==> src/rtl/icache_controller.sv <==
// icache_controller: tag/valid/LRU bookkeeping and fill sequencing for a
// 2-way set-associative instruction cache with 2 sets of 8-word lines.
// A miss stalls the sequencer while the line streams in from ROM.
module icache_controller #(
  parameter int TAG_W    = 4,
  parameter int LINE_W   = 1,
  parameter int OFFSET_W = 3,
  parameter int CNT_W    = 8
) (
  input  logic                              clk,
  input  logic                              reset,
  input  logic [TAG_W+LINE_W+OFFSET_W-1:0]  pc,
  input  logic                              fetch_en,
  input  logic                              flush,
  output logic                              hold_out,
  output logic [TAG_W+LINE_W+OFFSET_W-1:0]  rom_address,
  output logic [LINE_W-1:0]                 cache_rdline,
  output logic [OFFSET_W-1:0]               cache_rdoffset,
  output logic                              cache_rdentry,
  output logic                              cache_wren,
  output logic [LINE_W-1:0]                 cache_wrline,
  output logic [OFFSET_W-1:0]               cache_wroffset,
  output logic                              cache_wrentry,
  output logic [CNT_W-1:0]                  hit_count,
  output logic [CNT_W-1:0]                  miss_count
);

  localparam int NUM_SETS = 1 << LINE_W;
  localparam int ADDR_W   = TAG_W + LINE_W + OFFSET_W;

  typedef enum logic {
    S_IDLE,
    S_FILL
  } state_t;

  state_t                r_state;
  state_t                w_nextState;

  logic [TAG_W-1:0]      r_tag   [NUM_SETS][2];
  logic [1:0]            r_valid [NUM_SETS];
  logic [NUM_SETS-1:0]   r_lru;

  logic [TAG_W-1:0]      r_fillTag;
  logic [LINE_W-1:0]     r_fillSet;
  logic                  r_victim;
  logic [OFFSET_W-1:0]   r_k;
  logic                  r_flushPend;

  logic [CNT_W-1:0]      r_hitCount;
  logic [CNT_W-1:0]      r_missCount;

  logic [TAG_W-1:0]      w_pcTag;
  logic [LINE_W-1:0]     w_pcSet;
  logic [OFFSET_W-1:0]   w_pcOff;
  logic                  w_hit0;
  logic                  w_hit1;
  logic                  w_hit;
  logic                  w_victim;
  logic                  w_lookup;
  logic                  w_hitEvt;
  logic                  w_missEvt;
  logic                  w_lastWord;
  logic                  w_hold;

  assign w_pcTag    = pc[ADDR_W-1 -: TAG_W];
  assign w_pcSet    = pc[OFFSET_W +: LINE_W];
  assign w_pcOff    = pc[OFFSET_W-1:0];

  // Only one way can match because a fill always reuses a way holding a different tag.
  assign w_hit0     = r_valid[w_pcSet][0] && (r_tag[w_pcSet][0] == w_pcTag);
  assign w_hit1     = r_valid[w_pcSet][1] && (r_tag[w_pcSet][1] == w_pcTag);
  assign w_hit      = w_hit0 || w_hit1;

  // Empty ways are filled first (way0 before way1); otherwise the LRU way is evicted.
  assign w_victim   = !r_valid[w_pcSet][0] ? 1'b0 :
                      !r_valid[w_pcSet][1] ? 1'b1 : r_lru[w_pcSet];

  assign w_lookup   = (r_state == S_IDLE) && fetch_en;
  assign w_hitEvt   = w_lookup && w_hit;
  assign w_missEvt  = w_lookup && !w_hit;
  assign w_lastWord = (r_state == S_FILL) && (r_k == {OFFSET_W{1'b1}});

  assign cache_rdline   = w_pcSet;
  assign cache_rdoffset = w_pcOff;
  assign cache_rdentry  = w_hit1;
  assign hold_out       = w_hold && reset;
  assign hit_count      = r_hitCount;
  assign miss_count     = r_missCount;

  // Next-state and fill-port decode; stall begins in the same cycle the miss is seen.
  always_comb begin
    w_nextState    = r_state;
    w_hold         = 1'b0;
    cache_wren     = 1'b0;
    rom_address    = '0;
    cache_wrline   = '0;
    cache_wroffset = '0;
    cache_wrentry  = 1'b0;
    case (r_state)
      S_IDLE: begin
        if (w_missEvt) begin
          w_hold      = 1'b1;
          w_nextState = S_FILL;
        end
      end
      S_FILL: begin
        w_hold         = 1'b1;
        cache_wren     = 1'b1;
        rom_address    = {r_fillTag, r_fillSet, r_k};
        cache_wrline   = r_fillSet;
        cache_wroffset = r_k;
        cache_wrentry  = r_victim;
        if (w_lastWord) begin
          w_nextState = S_IDLE;
        end
      end
      default: w_nextState = S_IDLE;
    endcase
  end

  // State register plus the line being filled, its word counter and any deferred flush.
  always_ff @(posedge clk or negedge reset) begin
    if (!reset) begin
      r_state     <= S_IDLE;
      r_fillTag   <= '0;
      r_fillSet   <= '0;
      r_victim    <= 1'b0;
      r_k         <= '0;
      r_flushPend <= 1'b0;
    end else begin
      r_state <= w_nextState;
      if (w_missEvt) begin
        r_fillTag <= w_pcTag;
        r_fillSet <= w_pcSet;
        r_victim  <= w_victim;
        r_k       <= '0;
      end else if (r_state == S_FILL) begin
        r_k <= r_k + 1'b1;
      end
      if (w_lastWord) begin
        r_flushPend <= 1'b0;
      end else if ((r_state == S_FILL) && flush) begin
        r_flushPend <= 1'b1;
      end
    end
  end

  // Tag, valid and LRU updates; the victim is invalidated as soon as its fill starts.
  always_ff @(posedge clk or negedge reset) begin
    if (!reset) begin
      for (int s = 0; s < NUM_SETS; s++) begin
        r_valid[s]  <= 2'b00;
        r_tag[s][0] <= '0;
        r_tag[s][1] <= '0;
      end
      r_lru <= '0;
    end else begin
      if (w_missEvt) begin
        r_valid[w_pcSet][w_victim] <= 1'b0;
      end
      if (w_hitEvt && !flush) begin
        r_lru[w_pcSet] <= w_hit0;
      end
      if ((r_state == S_IDLE) && flush) begin
        for (int s = 0; s < NUM_SETS; s++) begin
          r_valid[s] <= 2'b00;
        end
        r_lru <= '0;
      end
      if (w_lastWord) begin
        if (r_flushPend || flush) begin
          for (int s = 0; s < NUM_SETS; s++) begin
            r_valid[s] <= 2'b00;
          end
          r_lru <= '0;
        end else begin
          r_tag[r_fillSet][r_victim]   <= r_fillTag;
          r_valid[r_fillSet][r_victim] <= 1'b1;
          r_lru[r_fillSet]             <= ~r_victim;
        end
      end
    end
  end

  // Saturating hit/miss statistics, counted only for lookups made in IDLE.
  always_ff @(posedge clk or negedge reset) begin
    if (!reset) begin
      r_hitCount  <= '0;
      r_missCount <= '0;
    end else begin
      if (w_hitEvt && (r_hitCount != {CNT_W{1'b1}})) begin
        r_hitCount <= r_hitCount + 1'b1;
      end
      if (w_missEvt && (r_missCount != {CNT_W{1'b1}})) begin
        r_missCount <= r_missCount + 1'b1;
      end
    end
  end

endmodule

==> config.mk <==
export PLATFORM = sky130hd
export DESIGN_NAME = icache_controller
export DESIGN_NICKNAME = d
export VERILOG_FILES = /design/src/rtl/icache_controller.sv
export SDC_FILE = /design/constraint.sdc
export NUM_CORES = 1
export LEC_CHECK = 0
export ABC_AREA = 0
export CORE_AREA = 3 3 72 74
export CTS_CLUSTER_DIAMETER = 200
export DETAILED_ROUTE_END_ITERATION = 7
export DIE_AREA = 0 0 75 77
export PLACE_DENSITY = 0.87
export REMOVE_ABC_BUFFERS = 1
export SYNTH_ARGS = -nofsm -noshare
export SYNTH_HDL_FRONTEND = slang
export SYNTH_SLANG_ARGS = --single-unit
==> constraint.sdc <==
create_clock -name clk -period 3.15 [get_ports clk]
set_input_delay 0.63 -clock clk [delete_from_list [all_inputs] [get_ports clk]]
set_output_delay 0.63 -clock clk [all_outputs]
set_load 0.02 [all_outputs]
# Yosys cells after proc, flatten, opt, wreduce, memory -nomap -nowiden
# Index checks and enable logic that the tools add are counted.
# word_totals
wordCells	122
reg_bits	49
# op_classes
eq_ne	5
addsub	3
mux	50
bitwise	9
reduce_logical	26
order_cmp	14
# ops
op	n
$mux 8	5
$mux 4	5
$logic_and 1x1->1	19
$mux 2	9
$add 8x1->8 const B	2
$bwmux 16	1
$ne 8x8->1 const B	2
$mux 1	15
$mux 3	3
$demux 8 s1	1
$eq 4x4->1	2
$lt 1x2->1 const B	4
$ge 2x2->1 const B	3
$lt 2x1->1 const B	3
$not 1->2	3
$and 4x4->4	1
$bwmux 2	2
$demux 1 s1	4
$demux 2 s1	2
$demux 4 s1	1
$ge 1x1->1 const B	4
$not 4->4	1
$or 4x4->4	1
$pmux 1 s2	2
other kinds (7)	12

# Longest topological paths before layout
# depth
word_depth	19
ltp_mapped	9
depth_no_buf	7

# Least setup slack after synthesis
# Ideal clock, no wire load.
# synth_timing
path_kind	input -> output
startpoint	input pc[7]
endpoint	output hold_out
t_required_ps	2520
slack_ps	482
arrival_time_ps	2038
cell_stages	8
path_buffers	2
cell_sequence	buf_2 > xor2_1 > o32ai_1 > nand4_2 > inv_2 > nor3_4 > buf_4 > o21a_1
# synth_via
elab_chain_len	8
# synth_lines
item	line_no	source
start: declaration	12	input logic [TAG_W+LINE_W+OFFSET_W-1:0] pc,
$eq 4x4->1	71	assign w_hit1 = r_valid[w_pcSet][1] && (r_tag[w_pcSet][1] == w_pcTag);
$logic_and 1x1->1	71	
named net cache_rdentry	19	output logic cache_rdentry,
$logic_or 1x1->1	72	assign w_hit = w_hit0 || w_hit1;
$logic_not 1->1	80	assign w_missEvt = w_lookup && !w_hit;
$logic_and 1x1->1	80	
$mux 1	101	if (w_missEvt) begin
$pmux 1 s2	99	case (r_state)
$logic_and 1x1->1	86	assign hold_out = w_hold && reset;
end: declaration	15	output logic hold_out,
# The timed path passes the listed nets, and every way through them passes these cells.

# Worst setup path in the final report
# layout_timing
startpoint	input pc[3]
endpoint	output cache_rdentry
# layout_via
elab_chain_len	6
# layout_lines
item	line_no
$not 1->2 (not written as such) (*)	71
$mux 8 (not written as such) (3 in series)	71
$eq 4x4->1	71
$logic_and 1x1->1 (*)	71
end: declaration	19
# Every way passes the cells marked *; elsewhere a longest branch is shown, timed or not. The select of a mux whose other input is x is not followed.

==> impl_metrics.yaml <==
die:
  die_area_mm2: 0.00578
  rows: 25
  die_w_um: 75
  start_util_pct: 54.9
  fp.dieH_um: 77
  io_pins: 48
  coreArea_mm2: 0.00466
synth:
  synth_area_leaders: "dfrtp_1 (48%), mux2_2 (7.9%), nand2_1 (4.5%), xnor2_1 (4.1%), xor2_1 (3.8%)"
  synthArstFlopShare_pct: 100
  synth-seq-cells: 49
  syn_area_per_cell_um2: 10.6
  yosysMostFrequentCell: "dfrtp_1"
  synth.yosys.seq_area_share_pct: 47.9
  syn_area_mm2: 0.00256
  ys_types: 43
  synth-edff-count: 0
  ys_warn_count: 0
  synth_area_leader_cell: "dfrtp_1"
  synthCells: 241
  synth_top_area_share_pct: 47.9
  ys_top_cells_by_count: "dfrtp_1 (49), nand2_1 (31), mux2_2 (18)"
  synth_ff_type: "dfrtp_1"
clocking:
  post_cts_buffers: 0
  clkSinkCount: 49
  root_buffer: "clkbuf_8"
  insertion_delay_ns: 0.30
  htreeDepth: 2
  path_clk_slew_ns: 0.09
  cts_tree: "built"
  clock_path_buffers: 2
  cts_buffers: 5
critical_path:
  r2r-end: "hit_count[6]"
  worstPathRequired_ns: 2.52
  max_stage_delay_ns: 0.47
  critPathKind: "in2out"
  arrival_ns: 2.39
  r2r_setup_slack_ns: 1.07
  path_cells: "clkdlybuf4s50_1 > buf_6 > mux2i_1 > xor2_1 > nand4_2 > inv_2 > buf_4 > dlygate4sd2_1"
  cp.depth: 8
  cp_top_family: "buffers and inverters"
  worst_setup_path_start_kind: "input pin"
  endpoint_kind: "output port"
  path_max_fanout: 8
  rr_startpoint: "r_tag[15]"
  path_buf_inv: 5
  rr_worst_depth: 7
  crit_slowest_cell: "clkdlybuf4s50_1"
route:
  drt-pass1-iter-count: 5
  wl_met2_um: 2560
  highest_layer: "met4"
  ant_nets: 0
  routed_wl_um: 5410
  drtIter0Drc: 207
  wl_per_cell_um: 15.9
  drc: 0
  vias: 1889
  drt-met1-wl_um: 2460
  via_per_inst: 5.57
  dr_wl_met3_um: 279
timing:
  hold_slack_ns: 0.479
  finalCritPeriodShare_pct: 96.0
  fin_worst_skew_ns: 0.00806
  rsz0062_at_grt: "false"
  finalHoldViolCount: 0
  setup_ws_ns: 0.128
  worst_pin_slew_ns: 0.598
  maxSlewViolCount: 0
  setup_violations: 0
  fmax_mhz: 331
  max_slew_margin_pct: 60.1
  fin_crit_ns: 3.02
placed_design:
  gp_congestion: 0.894
  place_inst: 331
  hpwlAfterDp_um: 3870
  io_buffers: 41
  dpl-instance-area_mm2: 0.00301
  dp_slack_ns: -0.286
power_and_ir_drop:
  powerDensity_mw_per_mm2: 680
  leakagePower_nw: 1.42
  power_mw: 2.11
  peakVddDrop_v: 0.000749
grt:
  grt_overflow: 0
  first_global_vias: 1849
  grt_max_degree: 50
  grt_usage_pct: 20.7
  grt_pass1_wl_um: 9040
  antenna_found_initial: 0
finish:
  area_growth_pct: 21.0
  antenna_cells: 0
  nNetsFinal: 300
  drive_gt1_share_pct: 15.4
  fin_cells: 339
  final_area_mm2: 0.00309
flow_run:
  maxCapViolations: 0
run_status:
  outcome: "completed"
hold_path:
  hold_path.class: "in2async"
cells in the final DEF, fill, tap and decap left out, types with 6 or more instances in the layout:
cell type and count:
nor2_1 10, and2_1 11, o21ai_0 9, nand3_1 7, dfrtp_1 49, xor2_1 11
nand2_1 31, buf_4 8, clkdlybuf4s50_1 37, nand4_1 7, mux2_2 18, xnor2_1 12
mux2i_1 6
kinds of logic after synthesis:
| group | after synthesis | synth area share (%) |
|---|---|---|
| DFF | 49 | 47.9 |
| adders and majority gates | 4 | 1.96 |
| and+or+nand+nor | 93 | 20.0 |
| AOI/OAI and AO/OA | 26 | 6.46 |
| muxes | 26 | 11.2 |
| xor gates and xnor gates | 23 | 7.88 |
| buffers and inverters | 20 | 4.60 |
final cells by class:
| type | instances | area [µm²] |
|---|---|---|
| well taps | 54 | 67.6 |
| fillers | 362 | 1570 |
| inverters | 5 | 18.8 |
| flip-flops and latches | 49 | 1230 |
| multi-input cells | 172 | 1210 |
| clock inverters | 1 | 7.51 |
| repair buffers | 51 | 484 |
| clock buffers | 7 | 76.3 |
worst reg2reg max path: cells and delay by family (launching register included):
kind / cells / cell delay (ns)
xor gates and xnor gates: 1 / 0.17
and+or+nand+nor: 3 / 0.63
DFF: 1 / 0.40
AOI/OAI and AO/OA: 1 / 0.29
muxes: 1 / 0.34
buffers and inverters: 1 / 0.14
worst max-delay path by stage:
stage | start | end | slack, ns
after floorplan | pc[3] | hold_out | 0.63
after global placement | pc[3] | hold_out | -0.27
after detailed placement | pc[3] | hold_out | -0.29
after CTS | pc[3] | hold_out | 0.02
after global routing | pc[3] | cache_rdentry | 0.02
final | pc[3] | cache_rdentry | 0.13
state kept, by name (all words and copies together) (netlist names):
register,count
r_tag,16
hit_count,8
miss_count,8
r_fillTag,4
r_valid,4
r_k,3
r_lru,2
r_fillSet,1
r_flushPend,1
r_state,1
r_victim,1
power breakdown:
group / internal [mW] / switching, mW
sequential: 0.757 / 0.127
clock: 0.157 / 0.203
combinational: 0.403 / 0.457
stage by stage:
stage / util, % / TNS [ns]
after floorplan: - / 0
after global placement: 64.5 / -0.425
after detailed placement: 64.5 / -0.486
after CTS: 66.4 / 0
after global routing: 66.4 / 0
final: 66.4 / 0
metal layers:
layer,global-route usage (%),vias to the layer above
li1,-,914
met1,29.8,903
met2,29.7,65
met3,5.24,7
met4,7.83,0
met5,0,-
what timing repair did:
action,CTS,global route
setup endpoints to repair,2,1
hold buffers,0,0
pin swaps,2,0
gates cloned,0,0
resized for setup,5,2
Note: power is estimated with default switching activity, not from simulation.
